$ cat config.mk
export PLATFORM = sky130hd
export DESIGN_NAME = score_serializer
export DESIGN_NICKNAME = d
export VERILOG_FILES = /design/src/rtl/nn_pkg.sv /design/src/rtl/score_serializer.sv
export SDC_FILE = /design/constraint.sdc
export NUM_CORES = 1
export LEC_CHECK = 0
export CORE_UTILIZATION = 43
export DETAILED_ROUTE_END_ITERATION = 10
export PLACE_DENSITY = 0.69
export SETUP_SLACK_MARGIN = 0.02
export SYNTH_ARGS = -nofsm -noshare
export SYNTH_HDL_FRONTEND = slang
export SYNTH_SLANG_ARGS = --single-unit
$ cat constraint.sdc
create_clock -name clk -period 6.5 [get_ports clk]
set_input_delay 1.95 -clock clk [delete_from_list [all_inputs] [get_ports clk]]
set_output_delay 1.95 -clock clk [all_outputs]
set_load 0.1 [all_outputs]
$ cat src/rtl/nn_pkg.sv
// rtl/nn_pkg.sv - shared FSM state type and default sizing for the score output stage
package nn_pkg;

  localparam int NN_NEURON_NB = 10;
  localparam int NN_WIDTH     = 8;

  typedef enum logic [1:0] {
    ST_IDLE   = 2'd0,
    ST_SEND   = 2'd1,
    ST_FINISH = 2'd2
  } ser_state_e;

endpackage

$ cat src/rtl/score_serializer.sv
// rtl/score_serializer.sv - captures a frame of last-layer scores and streams them out one per transfer
module score_serializer
  import nn_pkg::*;
#(
  parameter int NEURON_NB = NN_NEURON_NB,
  parameter int WIDTH     = NN_WIDTH
) (
  input  logic                      clk,
  input  logic                      reset,
  input  logic                      start,
  input  logic signed [2*WIDTH-1:0] in_data [0:NEURON_NB-1],
  output logic                      busy,
  output logic                      m_valid,
  input  logic                      m_ready,
  output logic signed [2*WIDTH-1:0] m_data,
  output logic [WIDTH-1:0]          m_index,
  output logic                      m_last,
  output logic                      done
);

  localparam int               CNT_W    = $clog2(NEURON_NB + 1);
  localparam logic [CNT_W-1:0] LAST_IDX = CNT_W'(NEURON_NB - 1);

  generate
    if (NEURON_NB < 1 || NEURON_NB > 2**WIDTH) begin : g_bad_neuron_nb
      $error("score_serializer: NEURON_NB must lie in 1..2**WIDTH");
    end
  endgenerate

  ser_state_e                state_q, state_d;
  logic [CNT_W-1:0]          cnt_q, cnt_d;
  logic signed [2*WIDTH-1:0] buf_q [0:NEURON_NB-1];
  logic signed [2*WIDTH-1:0] sel_data;
  logic                      capture;
  logic                      xfer;
  logic                      at_last;

  assign capture = (state_q == ST_IDLE) && start;
  assign xfer    = (state_q == ST_SEND) && m_ready;
  assign at_last = (cnt_q == LAST_IDX);

  always_ff @(posedge clk) begin
    if (reset) begin
      state_q <= ST_IDLE;
    end else begin
      state_q <= state_d;
    end
  end

  always_comb begin
    state_d = state_q;
    case (state_q)
      ST_IDLE:   if (start) state_d = ST_SEND;
      ST_SEND:   if (xfer && at_last) state_d = ST_FINISH;
      ST_FINISH: state_d = ST_IDLE;
      default:   state_d = ST_IDLE;
    endcase
  end

  // The counter parks on the last index so it can never wrap inside a frame.
  always_comb begin
    cnt_d = cnt_q;
    if (capture) begin
      cnt_d = '0;
    end else if (xfer && !at_last) begin
      cnt_d = cnt_q + CNT_W'(1);
    end
  end

  always_ff @(posedge clk) begin
    if (reset) begin
      cnt_q <= '0;
      for (int k = 0; k < NEURON_NB; k++) begin
        buf_q[k] <= '0;
      end
    end else begin
      cnt_q <= cnt_d;
      if (capture) begin
        for (int k = 0; k < NEURON_NB; k++) begin
          buf_q[k] <= in_data[k];
        end
      end
    end
  end

  always_comb begin
    sel_data = '0;
    for (int k = 0; k < NEURON_NB; k++) begin
      if (cnt_q == CNT_W'(k)) sel_data = buf_q[k];
    end
  end

  // Outputs are masked by reset so they read zero during the reset cycle itself.
  always_comb begin
    busy    = 1'b0;
    m_valid = 1'b0;
    m_last  = 1'b0;
    done    = 1'b0;
    m_data  = '0;
    m_index = '0;
    if (!reset) begin
      case (state_q)
        ST_SEND: begin
          busy    = 1'b1;
          m_valid = 1'b1;
          m_last  = at_last;
          m_data  = sel_data;
          m_index = WIDTH'(cnt_q);
        end
        ST_FINISH: begin
          busy = 1'b1;
          done = 1'b1;
        end
        default: begin
        end
      endcase
    end
  end

endmodule

### Word-level counts from Yosys, hierarchy flattened

Memory sizes are Yosys's and may differ from the RTL's.
Index checks and enable logic that the tools add are counted.

* register bits after elaboration: 6
* bits in writable memories: 160
* input port bits: 164
* output and inout bits: 28
* logic and storage cells: 77
* memories: 1

Memory list
* buf_q: depth 10, bits a word 16, rd ports 10, clocked after Yosys merged registers in 0, wr ports 10, RTL line score_serializer.sv:32 `logic signed [2*WIDTH-1:0] buf_q [0:NEURON_NB-1];`

* add/sub/neg operators: 1
* equality and inequality tests: 13
* muxes and demuxes: 40
* bitwise gates (word level): 10
* reductions and logical operators: 10

Operator list (number)
* 16-bit 2-to-1 mux: 22
* 4-bit by 3-bit == test with 1-bit output (second input constant): 4
* 1-bit 2-to-1 mux: 13
* 1-bit bitwise OR: 10
* 4-bit by 2-bit == test with 1-bit output (second input constant): 2
* 4-bit == test (second input constant): 2
* 4-bit 2-to-1 mux: 2
* 4-bit by 1-bit adder with 4-bit output (second input constant): 1
* 4-bit by 1-bit == test with 1-bit output (second input constant): 1
* 1-bit logical AND: 4
* 4-bit logical NOT: 1
* 2-bit 2-to-1 mux: 2
* 2-bit one-hot mux with 2 select lines: 1
* 2-bit OR reduction: 2
* 2-bit by 1-bit == test with 1-bit output (second input constant): 1
* 2-bit == test (second input constant): 1
* 2-bit logical NOT: 1
* 2-bit by 1-bit != test with 1-bit output (second input constant): 1
* 2-bit != test (second input constant): 1
* 2-bit AND reduction: 1
* 1-bit logical NOT: 1

### Longest topological paths before layout

* word-level depth: 13
* mapped depth: 9
* mapped depth without buffers: 7

### Least setup slack after synthesis

Ideal clock, no wire load.

* kind: input port to output port
* from: in reset
* to: out m_data[6]
* data arrival time: 4.472 ns
* setup slack: 0.078 ns
* stages on the path: 2
* path buffers: 0
* path through: nand2b_4 -> o32ai_1

* word-level cells in the longest chain between the ends: 1

RTL lines
* from (decl): RTL line score_serializer.sv:9 `input logic reset,`
* 16-bit 2-to-1 mux: RTL line score_serializer.sv:101 `if (!reset) begin`
* to (decl): RTL line score_serializer.sv:15 `output logic signed [2*WIDTH-1:0] m_data,`

No other way between the ends.

### Final worst setup path

* from: in reset
* to: out m_data[15]

Same word-level chain as after synthesis.

==> results.md <==
* Vias in the first global route at 5707
* Hold Buf Count CTS at 0
* Post-synth ARST share at 0
* Final instance area at 10900 um^2
* Hold Slack at 0.608 ns
* Largest net degree at the start of global routing at 161
* Avg Cell Area, Syn at 12.9 um^2
* CP Max Fanout at 16
* Routed Wire Length at 20.1 mm
* Yosys top cell by area: edfxtp_1
* Pre-CTS WS at 0.561 ns
* Chip height at 140 um
* Initial Util at 0.439
* Top post-synthesis cells by count: and2_1 (165), edfxtp_1 (160), inv_1 (37), a22oi_1 (31)
* Int Pwr at 2.40 mW
* Reg2reg end: buf_q[8][14]$_SDFFCE_PN0P_
* Gr usage total at 0.210
* End of the critical path: m_data[15]
* Placed Cells at 1017
* Startpoint types: primary input
* Synth top area share at 0.583
* Layout cells sized above 1 at 0.133
* Clk root buf: clkbuf_16
* HP Start: state_q[0]$_SDFFE_PP0P_
* Power Dens Cells at 316 nW/um^2
* Critical path arrival at 4.02 ns
* Ys Warns at 0
* Num CTS Buffers at 17
* Hold Crit Class: register to register
* Clock Power Share at 0.293
* Max frequency at 167 MHz
* H-tree levels at 4
* Outcome: completed
* Initial antenna violation count at 0
* Fin nets at 975
* 1st-iter DRT viols at 364
* CP endpoint kind: output pin
* Full die area at 19700 um^2
* DR vias at 5596
* Synth area leaders: edfxtp_1 (58%), and2_1 (13%), a221oi_2 (3.3%)
* Routed Antenna Nets at 0
* Worst r2r path cells at 5
* Yosys reg bits at 166
* Worst Clk Skew at 0.0115 ns
* DP Wirelength at 14.0 mm
* Sequential area share after synthesis at 0.597
* Mapped Cells at 638
* DRT Pass-1 Iters at 5
* Unrepaired setup endpoints after global routing: false
* Final WS setup at 0.526 ns
* Routed vias/inst at 5.34
* Clock Latency Late Sink at 0.44 ns
* Slew HR at 0.226
* Worst reg2reg setup slack at 4.08 ns
* Critical Path RT at 4.55 ns
* Crit path from: reset
* Fin crit share at 0.919
* CTS tree: built
* Non-Filler Instances at 1048
* Most common cell in the synthesized netlist: and2_1
* DRC at 0
* Clock period minus worst slack at 5.97 ns
* Setup TNS at 0 ns
* Gr ovfl total at 0
* Die X at 140 um
* Final Hold Vio Count at 0
* Comb power frac at 0.254
* DR WL/cell at 19.2 um
* Sw Share at 0.306
* Slew Limit Fails at 0
* Core area at 18800 um^2
* Io pins at 192
* Synthesized area at 8250 um^2
* Area Overhead vs Synth at 32.3%
* Worst Max-Slew Pin Slew at 1.16 ns
* Yosys cell types at 49
* CTS sink cnt at 166
* EDFF count, synth at 160
* Kind of critical path: primary input to output pin
* Levels on crit path at 7
* Maxcap violations at 0
* First-pass GRT wire length at 31.0 mm
* Clock slew at reported path FFs at 0.06 ns
* Reg power frac at 0.453
* Post-CTS setup buffers at 0
* Row count at 50
* Leakage at 4.00 nW
* GPL Wtd Cong at 0.826
* Cell Chain, Critical Path: clkdlybuf4s50_1 -> nand2b_4 -> inv_2 -> o21a_2 -> o21ai_0 -> o221ai_1 -> buf_12
* Switching power at 1.06 mW
* IO buf count at 187
* Final setup viols at 0
* Post-Place Cell Area at 10300 um^2
* Resize count post-CTS at 0
* Primary FF master, synth: edfxtp_1
* Clk buf depth at 2
* Buf+Inv Stages, Crit Path at 3
* Worst R2R Start: state_q[1]$_SDFFE_PP0P_
* VDD IR-drop max at 0.212 mV
* CP max-delay cell: clkdlybuf4s50_1
* Delay of the slowest cell on the worst path at 0.57 ns
* N_diodes at 0
* Delay-heaviest family, CP: buffers and inverters
## cell type report
type | count | area (um^2)
Sequential cell | 166 | 4920
Inverter | 39 | 146
Multi-Input combinational cell | 382 | 2870
Clock inverter | 14 | 161
Clock buffer | 17 | 425
Tap cell | 234 | 293
Fill cell | 1506 | 7850
Timing Repair Buffer | 196 | 2090
## logic make-up (layout without fill, tap and decap cells)
kind of cell,Yosys count,after routing,synth area share
other,1,4,0.000455
XOR/XNOR,2,2,0.00212
AO/OA/AOI/OAI,150,150,0.162
adder cells (fa/ha/maj),9,9,0.0137
AND/OR/NAND/NOR,215,215,0.164
buffers and inverters,93,266,0.0581
flip-flops,166,166,0.597
multiplexers,2,2,0.00243
## flip-flops by register name, summed over array words and instances, names as in the netlist
register  flops
buf_q       160
cnt_q         4
state_q       2
## how the worst min path moves through the flow
stage,end,cells after the start
final,state_q[0]$_SDFFE_PP0P_,2
after global routing,state_q[0]$_SDFFE_PP0P_,2
after CTS,state_q[0]$_SDFFE_PP0P_,2
after detailed placement,state_q[0]$_SDFFE_PP0P_,2
after global placement,state_q[1]$_SDFFE_PP0P_,2
after floorplan,state_q[1]$_SDFFE_PP0P_,2
## stage by stage
step / utilization / total power, mW
3_3_place_gp: 0.550 / 2.43
6_report: 0.582 / 3.45
5_1_grt: 0.582 / 3.59
2_1_floorplan: - / 2.17
4_1_cts: 0.582 / 3.48
3_5_place_dp: 0.550 / 2.47
## layout by cell type (no fill, tap or decap), types with 10 or more instances in the layout
cell,count
and2_1,165
clkdlybuf4s50_1,163
edfxtp_1,160
inv_1,37
a22oi_1,31
nor2b_1,19
a21oi_1,19
a221oi_2,18
clkbuf_16,17
buf_12,17
o32a_1,16
buf_4,16
a22o_1,15
a221oi_1,14
o21ai_1,10
o221ai_2,10
## routing by layer
metal | share of wire | routed length [um] | vias to the layer above | track usage
met2 | 0.48 | 9580 | 190 | 0.341
li1 | - | - | 2668 | -
met5 | 0 | 0 | - | 0
met1 | 0.45 | 9070 | 2713 | 0.278
met3 | 0.057 | 1140 | 25 | 0.0472
met4 | 0.016 | 329 | 0 | 0.0681
## worst register-to-register path, stage by stage (launching register included)
cell and delay (ns):
dfxtp_1 0.33, inv_1 0.13, ha_1 0.18, nand2_1 0.13
nand2b_4 0.75, buf_4 0.56
## power groups by stage
stage / clock network, mW / logic [mW] / registers (mW)
global route: 1.07 / 0.938 / 1.59
CTS: 1.03 / 0.881 / 1.57
finish: 1.01 / 0.877 / 1.56
global placement: 0 / 0.851 / 1.58
detailed placement: 0 / 0.879 / 1.59
floorplan: 0 / 0.578 / 1.59
No activity file was read; power rests on OpenSTA's default activity.
